**config.mk**
```make
export PLATFORM = sky130hd
export DESIGN_NAME = fwd_scoreboard_flat
export DESIGN_NICKNAME = d
export VERILOG_FILES = /design/src/rtl/fwd_scoreboard_if.sv /design/src/rtl/fwd_scoreboard.sv /design/src/flat_wrapper.sv
export SDC_FILE = /design/constraint.sdc
export NUM_CORES = 1
export LEC_CHECK = 0
export CAP_MARGIN = 10
export CORE_UTILIZATION = 41
export CTS_CLUSTER_SIZE = 40
export DETAILED_ROUTE_END_ITERATION = 8
export MAX_ROUTING_LAYER = met4
export PLACE_DENSITY = 0.83
export SETUP_SLACK_MARGIN = 0.4
export SLEW_MARGIN = 20
export SYNTH_ARGS = -nofsm -noshare
export SYNTH_HDL_FRONTEND = slang
export SYNTH_SLANG_ARGS = --single-unit
```
**constraint.sdc**
```tcl
create_clock -name clk -period 2.94 [get_ports clk]
set_input_delay 0.588 -clock clk [delete_from_list [all_inputs] [get_ports clk]]
set_output_delay 0.588 -clock clk [all_outputs]
set_load 0.005 [all_outputs]
```
**src/rtl/fwd_scoreboard_if.sv**
```systemverilog
// fwd_scoreboard_if: decode-side bundle for the forwarding scoreboard.
//   master : decode / pipeline control (drives issue, flush, stage results,
//            source addresses and register-file data; receives operands,
//            stall request and stall count)
//   slave  : fwd_scoreboard
// Signals:
//   advance      pipeline shifts this cycle (0 = global stall)
//   issue_*      instruction currently in decode (valid, writes, dest, load)
//   flush_mask   bit k kills tracked entry k at the next edge
//   stage_data   result held in each tracked stage, slice k = entry k
//   src_addr     decode source register addresses, slice s = source s
//   rf_rdata     register-file read data for those sources
//   src_data     forwarded operands
//   stall_req    load-use hazard, decode must hold
//   stall_cnt    saturating count of stalled cycles
interface fwd_scoreboard_if #(
    parameter int DEPTH = 3,
    parameter int NSRC  = 2,
    parameter int AW    = 5,
    parameter int DW    = 32
);
    logic                 advance;
    logic                 issue_valid;
    logic                 issue_wen;
    logic [AW-1:0]        issue_waddr;
    logic                 issue_load;
    logic [DEPTH-1:0]     flush_mask;
    logic [DEPTH*DW-1:0]  stage_data;
    logic [NSRC*AW-1:0]   src_addr;
    logic [NSRC*DW-1:0]   rf_rdata;
    logic [NSRC*DW-1:0]   src_data;
    logic                 stall_req;
    logic [31:0]          stall_cnt;

    modport master (
        output advance, issue_valid, issue_wen, issue_waddr, issue_load,
               flush_mask, stage_data, src_addr, rf_rdata,
        input  src_data, stall_req, stall_cnt
    );

    modport slave (
        input  advance, issue_valid, issue_wen, issue_waddr, issue_load,
               flush_mask, stage_data, src_addr, rf_rdata,
        output src_data, stall_req, stall_cnt
    );
endinterface

```
**src/rtl/fwd_scoreboard.sv**
```systemverilog
// fwd_scoreboard: hazard detection and operand forwarding for decode.
// Tracks {valid, dest, load} for the DEPTH stages after decode (entry 0 = EX,
// entry DEPTH-1 = WB). Every cycle each decode source gets the value of its
// youngest in-flight producer, or the register file when there is none, and a
// load-use stall is requested when that youngest producer is a load whose
// data is not yet available.
// Ports:
//   clk  clock
//   rst  asynchronous active-low reset (clears all entries and stall_cnt)
//   bus  fwd_scoreboard_if slave modport (see interface file)
module fwd_scoreboard #(
    parameter int DEPTH      = 3,
    parameter int NSRC       = 2,
    parameter int AW         = 5,
    parameter int DW         = 32,
    parameter int LOAD_STAGE = 1
) (
    input  logic            clk,
    input  logic            rst,
    fwd_scoreboard_if.slave bus
);
    logic          valid_reg [DEPTH];
    logic [AW-1:0] waddr_reg [DEPTH];
    logic          load_reg  [DEPTH];
    logic [31:0]   stall_cnt_reg;

    logic [NSRC-1:0] src_stall;
    logic            stall_any;
    logic            issue_ok;

    // Per-source youngest-producer search.
    genvar gi;
    generate
        for (gi = 0; gi < NSRC; gi++) begin : g_src
            logic [AW-1:0] addr;
            logic          hit;
            logic          ready;
            logic [DW-1:0] fwd;

            assign addr = bus.src_addr[gi*AW +: AW];

            // Walk from oldest to youngest so the youngest match is the last
            // one written and therefore wins. A not-ready winner falls back
            // to the register-file value so the output stays deterministic.
            always_comb begin
                hit   = 1'b0;
                ready = 1'b0;
                fwd   = bus.rf_rdata[gi*DW +: DW];
                for (int k = DEPTH - 1; k >= 0; k--) begin
                    if (valid_reg[k] && (waddr_reg[k] != '0) && (waddr_reg[k] == addr)) begin
                        hit   = 1'b1;
                        ready = !load_reg[k] || (k >= LOAD_STAGE);
                        fwd   = ready ? bus.stage_data[k*DW +: DW]
                                      : bus.rf_rdata[gi*DW +: DW];
                    end
                end
            end

            assign bus.src_data[gi*DW +: DW] = fwd;
            assign src_stall[gi]             = hit & ~ready;
        end
    endgenerate

    assign stall_any     = |src_stall;
    assign bus.stall_req = stall_any;
    assign bus.stall_cnt = stall_cnt_reg;

    // A stalled decode instruction must not enter the pipe; a bubble goes in.
    assign issue_ok = bus.issue_valid & bus.issue_wen & ~stall_any;

    // Entry update: flush is applied first, then either shift or hold.
    generate
        for (gi = 0; gi < DEPTH; gi++) begin : g_entry
            if (gi == 0) begin : g_head
                always_ff @(posedge clk or negedge rst) begin
                    if (!rst) begin
                        valid_reg[0] <= 1'b0;
                        waddr_reg[0] <= '0;
                        load_reg[0]  <= 1'b0;
                    end else if (bus.advance) begin
                        valid_reg[0] <= issue_ok;
                        waddr_reg[0] <= bus.issue_waddr;
                        load_reg[0]  <= bus.issue_load;
                    end else begin
                        valid_reg[0] <= valid_reg[0] & ~bus.flush_mask[0];
                    end
                end
            end else begin : g_body
                always_ff @(posedge clk or negedge rst) begin
                    if (!rst) begin
                        valid_reg[gi] <= 1'b0;
                        waddr_reg[gi] <= '0;
                        load_reg[gi]  <= 1'b0;
                    end else if (bus.advance) begin
                        valid_reg[gi] <= valid_reg[gi-1] & ~bus.flush_mask[gi-1];
                        waddr_reg[gi] <= waddr_reg[gi-1];
                        load_reg[gi]  <= load_reg[gi-1];
                    end else begin
                        valid_reg[gi] <= valid_reg[gi] & ~bus.flush_mask[gi];
                    end
                end
            end
        end
    endgenerate

    always_ff @(posedge clk or negedge rst) begin
        if (!rst) begin
            stall_cnt_reg <= '0;
        end else if (stall_any && (stall_cnt_reg != 32'hFFFF_FFFF)) begin
            stall_cnt_reg <= stall_cnt_reg + 32'd1;
        end
    end
endmodule

```
**src/flat_wrapper.sv**
```systemverilog
// flat-port wrapper written by rule: the top's interface ports become plain ports
module fwd_scoreboard_flat 
#(
    parameter int DEPTH      = 3,
    parameter int NSRC       = 2,
    parameter int AW         = 5,
    parameter int DW         = 32,
    parameter int LOAD_STAGE = 1
)
  (clk, rst, bus_advance, bus_issue_valid, bus_issue_wen, bus_issue_waddr, bus_issue_load, bus_flush_mask, bus_stage_data, bus_src_addr, bus_rf_rdata, bus_src_data, bus_stall_req, bus_stall_cnt);
  fwd_scoreboard_if #(.DEPTH(DEPTH), .NSRC(NSRC), .AW(AW), .DW(DW)) bus_i ();
  input  logic clk;
  input  logic rst;
  input wire logic [$bits(bus_i.advance)-1:0] bus_advance;
  input wire logic [$bits(bus_i.issue_valid)-1:0] bus_issue_valid;
  input wire logic [$bits(bus_i.issue_wen)-1:0] bus_issue_wen;
  input wire logic [$bits(bus_i.issue_waddr)-1:0] bus_issue_waddr;
  input wire logic [$bits(bus_i.issue_load)-1:0] bus_issue_load;
  input wire logic [$bits(bus_i.flush_mask)-1:0] bus_flush_mask;
  input wire logic [$bits(bus_i.stage_data)-1:0] bus_stage_data;
  input wire logic [$bits(bus_i.src_addr)-1:0] bus_src_addr;
  input wire logic [$bits(bus_i.rf_rdata)-1:0] bus_rf_rdata;
  output wire logic [$bits(bus_i.src_data)-1:0] bus_src_data;
  output wire logic [$bits(bus_i.stall_req)-1:0] bus_stall_req;
  output wire logic [$bits(bus_i.stall_cnt)-1:0] bus_stall_cnt;
  assign bus_i.advance = bus_advance;
  assign bus_i.issue_valid = bus_issue_valid;
  assign bus_i.issue_wen = bus_issue_wen;
  assign bus_i.issue_waddr = bus_issue_waddr;
  assign bus_i.issue_load = bus_issue_load;
  assign bus_i.flush_mask = bus_flush_mask;
  assign bus_i.stage_data = bus_stage_data;
  assign bus_i.src_addr = bus_src_addr;
  assign bus_i.rf_rdata = bus_rf_rdata;
  assign bus_src_data = bus_i.src_data;
  assign bus_stall_req = bus_i.stall_req;
  assign bus_stall_cnt = bus_i.stall_cnt;
  fwd_scoreboard #(.DEPTH(DEPTH), .NSRC(NSRC), .AW(AW), .DW(DW), .LOAD_STAGE(LOAD_STAGE)) u_core (.clk(clk), .rst(rst), .bus(bus_i));
endmodule
```
== Word level (Yosys, flattened, before mapping) ==
Index checks and enable logic that the tools add are counted.
Word-level totals
  bits in registers: 51
  input port bits: 184
  output and inout bits: 97
  logic and storage cells: 63
Cells by class
  $add $sub $neg: 1
  equality and inequality tests: 7
  mux-type cells: 19
  bitwise logic cells: 13
  reduce and logical (&&, ||, !) cells: 15
Operators with widths (count)
  $mux 32: 8
  $add 32x1->32 const B: 1
  $ne 32x32->1 const B: 1
  $eq 5x5->1: 6
  $reduce_bool 5->1: 3
  $mux 1: 11
  $logic_and 1x1->1: 10
  $and 1x1->1: 7
  $not 1->1: 6
  $reduce_or 2->1: 1
  $logic_not 1->1: 1

== Depth between registers and ports, before layout ==
  depth in word-level cells: 12
  gate-level depth with buffers: 8
  mapped depth without buffers: 7

== Least setup slack after synthesis ==
Ideal clock, no wire load.
  path type: input to output
  start point: input bus_src_addr[4]
  end point: output bus_src_data[0]
  data arrival time: 2028 ps
  required time: 2352 ps
  setup slack: 324 ps
  stages on the path: 8
  buffers on the path: 3
  path through: xnor2_1 nand3_1 or4_1 buf_2 and2_1 buf_6 buf_6 a211oi_2
Between the ends
  longest elaborated chain between the ends: 5
  elaborated cells between the ends (all ways): 9
  those cells by class: eq/ne (3); mux (3); reduce/logical (3)
Ends and longest elaborated chain
  from (decl): RTL line flat_wrapper.sv:21  | input wire logic [$bits(bus_i.src_addr)-1:0] bus_src_addr;
  $eq 5x5->1: RTL line fwd_scoreboard.sv:50  | if (valid_reg[k] && (waddr_reg[k] != '0) && (waddr_reg[k] == addr)) begin
  $logic_and 1x1->1: RTL line fwd_scoreboard.sv:50
  $mux 32 (2 in series): RTL line fwd_scoreboard.sv:50
  $mux 32 *: RTL line fwd_scoreboard.sv:50
  to (decl): RTL line flat_wrapper.sv:23  | output wire logic [$bits(bus_i.src_data)-1:0] bus_src_data;
Every way passes the cells marked *; elsewhere a longest branch is shown, timed or not.

== Worst setup path in the final report ==
  start point: register u_core.waddr_reg[3] (netlist name)
  end point: output bus_src_data[30]
Between the ends
  longest elaborated chain between the ends: 6
  elaborated cells between the ends (all ways): 7
  those cells by class: eq/ne (1); mux (3); reduce/logical (3)
Ends and longest elaborated chain
  from (decl): RTL line fwd_scoreboard.sv:23  | logic [AW-1:0] waddr_reg [DEPTH];
  from (signal, indexed assignment): RTL line fwd_scoreboard.sv:96  | waddr_reg[gi] <= waddr_reg[gi-1];
  $reduce_bool 5->1: RTL line fwd_scoreboard.sv:50
  $logic_and 1x1->1: RTL line fwd_scoreboard.sv:50
  $logic_and 1x1->1 *: RTL line fwd_scoreboard.sv:50
  $mux 32 * (3 in series): RTL line fwd_scoreboard.sv:50
Marks and branches as above.

==> results.cfg <==
[outcome]
status = finished with violations
violations = setup timing

[cells_and_area]
post-route-util_pct = 73.1
layout_commonest_cell = clkdlybuf4s50_1
layout_common_cells = clkdlybuf4s50_1 (204), nor3_1 (75), buf_2 (71)
largest_reg_flops = 32
layout-drive-gt1-share_pct = 32.9
nets = 1092
syn_to_final_growth_pct = 72.7

[setup_path]
reg2regPathDepth = 7
crit_start = u_core.waddr_reg[3]
crit_path_cell_trace = or4_1 > o21ai_1 > buf_4 > nor4_4 > buf_6 > buf_12 > buf_16 > mux2i_1 > a211oi_1 > buf_2
crit_end = bus_src_data[30]
path_max_fanout = 6
arrival_ps = 2530
reg2reg_from = u_core.bus.stall_cnt[0]
endpoint_kind = primary output
r2r-end = u_core.bus.stall_cnt[1]
cp_slowest_cell = or4_1
crit_required_ps = 2350
startpoint_type = register
crit_family = buffers and inverters
crit_cells = 10
regToRegSetupSlack_ps = 620
cp_num_buf_inv = 5
path_class = register to primary output
crit_path_max_incr_delay_ps = 520

[power]
ir_drop_mv = 0.535
p_per_area_nw_per_um2 = 251
p_leak_nw = 3.59

[timing]
finalClockSkew_ps = 5.47
setup_violations = 53
worst_pin_slew_ps = 875
rsz0062_at_grt = yes
drv_slew = 0
setup_tns_ps = -4390
setup_slack_ps = -177
max_freq_mhz = 321
max_slew_margin_pct = 41.5
hold_viol_final = 0
finalCritPeriodShare_pct = 106
fin_crit_ps = 3120

[flow_run]
drv_cap = 0

[clock_network]
clock_insertion_delay_worst_skew_ps = 290
clock-sinks = 51
postCtsHoldBufs = 0
cts-root-buf = clkbuf_16
cts_htree_levels = 2
numCtsBuffers = 5
cts_buffer_depth = 2
cts_tree = built
clkSlewWorstSetupHoldPaths_ps = 60

[synth]
avgSynthCellArea_um2 = 9.27
synth_nets = 766
synth_area_um2 = 5390
synth_cells = 581
yosysWarningCount = 0
synth_cell_types = 40
synth_seq_cells = 51
yosysSeqAreaShare_pct = 23.7
async_flop_share_pct = 100
synth_edf_count = 0
synthFlopType = dfrtp_1

[grt]
grt_pass1_wl_mm = 36.5
overflow = 0
first_global_vias = 6747
grt_start_max_net_pins = 43
grt_usage_pct = 36.4
antenna_found_initial = 3

[detailed_routing]
ant_nets = 0
wl_per_cell_um = 22.6
remaining_drc_errors = 0
dr.pass1.iters = 5
drt-total-wl_mm = 24.5
via_per_inst = 5.99
vias = 6498
drtIter0Drc = 564

[die]
core-area_um2 = 12700
die_h_um = 117
initial_core_util_pct = 42.3
row_count = 41
die_x_um = 117
ios = 281
design.die.area_um2 = 13600

[placed_design]
pre_cts_ws_ps = -753
gp_congestion = 0.980
port_buffers = 280
dp_hpwl_mm = 17.3

[min_path]
hold_path.class = input pin to async pin
[final cells by class]
class / count / area [µm²]
clock inverter: 1 / 30.0
timing repair buffer: 372 / 3580
sequential: 51 / 1280
inverter: 6 / 22.5
antenna: 4 / 10.0
tap: 172 / 215
fill: 962 / 3420
multi-input combinational: 471 / 4030
clock buffer: 7 / 133
[layer usage]
| layer | track usage, % | share of wire, % | vias to the layer above |
|---|---|---|---|
| li1 | - | - | 2878 |
| met1 | 38.0 | 35 | 3096 |
| met2 | 59.5 | 49 | 385 |
| met3 | 10.7 | 9.3 | 139 |
| met4 | 24.3 | 6.8 | 0 |
| met5 | - | 0 | - |
[per-stage QoR]
| step | total power [mW] | area (µm²) | instances | hold slack, ps |
|---|---|---|---|---|
| after floorplan | 1.12 | 5440 | 581 | 292 |
| after global placement | 1.66 | 8770 | 1038 | 478 |
| after detailed placement | 1.68 | 8770 | 1038 | 488 |
| after CTS | 2.31 | 9120 | 1075 | 293 |
| after global routing | 2.43 | 9300 | 1083 | 327 |
| final | 2.33 | 9300 | 1084 | 279 |
[where the power goes]
part           internal (mW)  switching (mW)  total, mW
Clock                  0.402           0.241      0.643
Sequential             0.743          0.0577      0.801
Combinational          0.514           0.375      0.889
Total                   1.66           0.673       2.33
[worst min path at each step]
stage | depth (start not counted) | endpoint
finish | 1 | u_core.waddr_reg[10]
global route | 1 | u_core.waddr_reg[10]
CTS | 1 | u_core.bus.stall_cnt[28]
detailed placement | 1 | u_core.bus.stall_cnt[31]
global placement | 1 | u_core.bus.stall_cnt[31]
floorplan | 0 | u_core.bus.stall_cnt[0]
[timing repair]
action	in CTS	in global routing
endpoints found under the setup margin	65	65
gates resized for setup	336	36
cloned	4	1
pin swaps	60	23
buffers inserted	25	4
[worst reg2reg max path: stages (launching register included)]
cell and delay [ps]:
dfrtp_1 420, ha_1 220, nand4_1 130, nor4_2 340
or3b_1 440, o211ai_2 110, buf_12 200, mux2_2 350
[cell families (layout without fill, tap and decap cells)]
family,count (synthesis),after routing,share of synthesized area [%]
AO/OA/AOI/OAI,138,138,24.8
XOR/XNOR,61,61,9.92
adder cells (fa/ha/maj),1,1,0.232
buffers and inverters,59,386,6.29
flip-flops,51,51,23.7
multiplexers,81,81,15.4
other,0,4,0
AND/OR/NAND/NOR,190,190,19.7
[Yosys cell counts, drive strengths merged (2+ instances only)]
| cell type | count | area share [%] |
|---|---|---|
| nor4 | 8 | 1.3 |
| mux2i | 65 | 12 |
| xnor2 | 29 | 4.7 |
| nand2 | 14 | 0.98 |
| and4 | 5 | 0.81 |
| dfrtp | 51 | 24 |
| or4 | 4 | 0.56 |
| xor2 | 32 | 5.2 |
| nand4 | 6 | 0.70 |
| and3 | 3 | 0.35 |
| o21ai | 4 | 0.37 |
| nand2b | 2 | 0.23 |
| nor2b | 32 | 3.7 |
| and2 | 5 | 0.58 |
| inv | 6 | 0.42 |
| nand3 | 21 | 2.0 |
| mux2 | 16 | 3.3 |
| a211oi | 128 | 23 |
| nor3 | 77 | 7.3 |
| clkbuf | 29 | 2.0 |
| nor2 | 9 | 0.63 |
| buf | 24 | 3.9 |
Power figures use the tool's default switching activity.
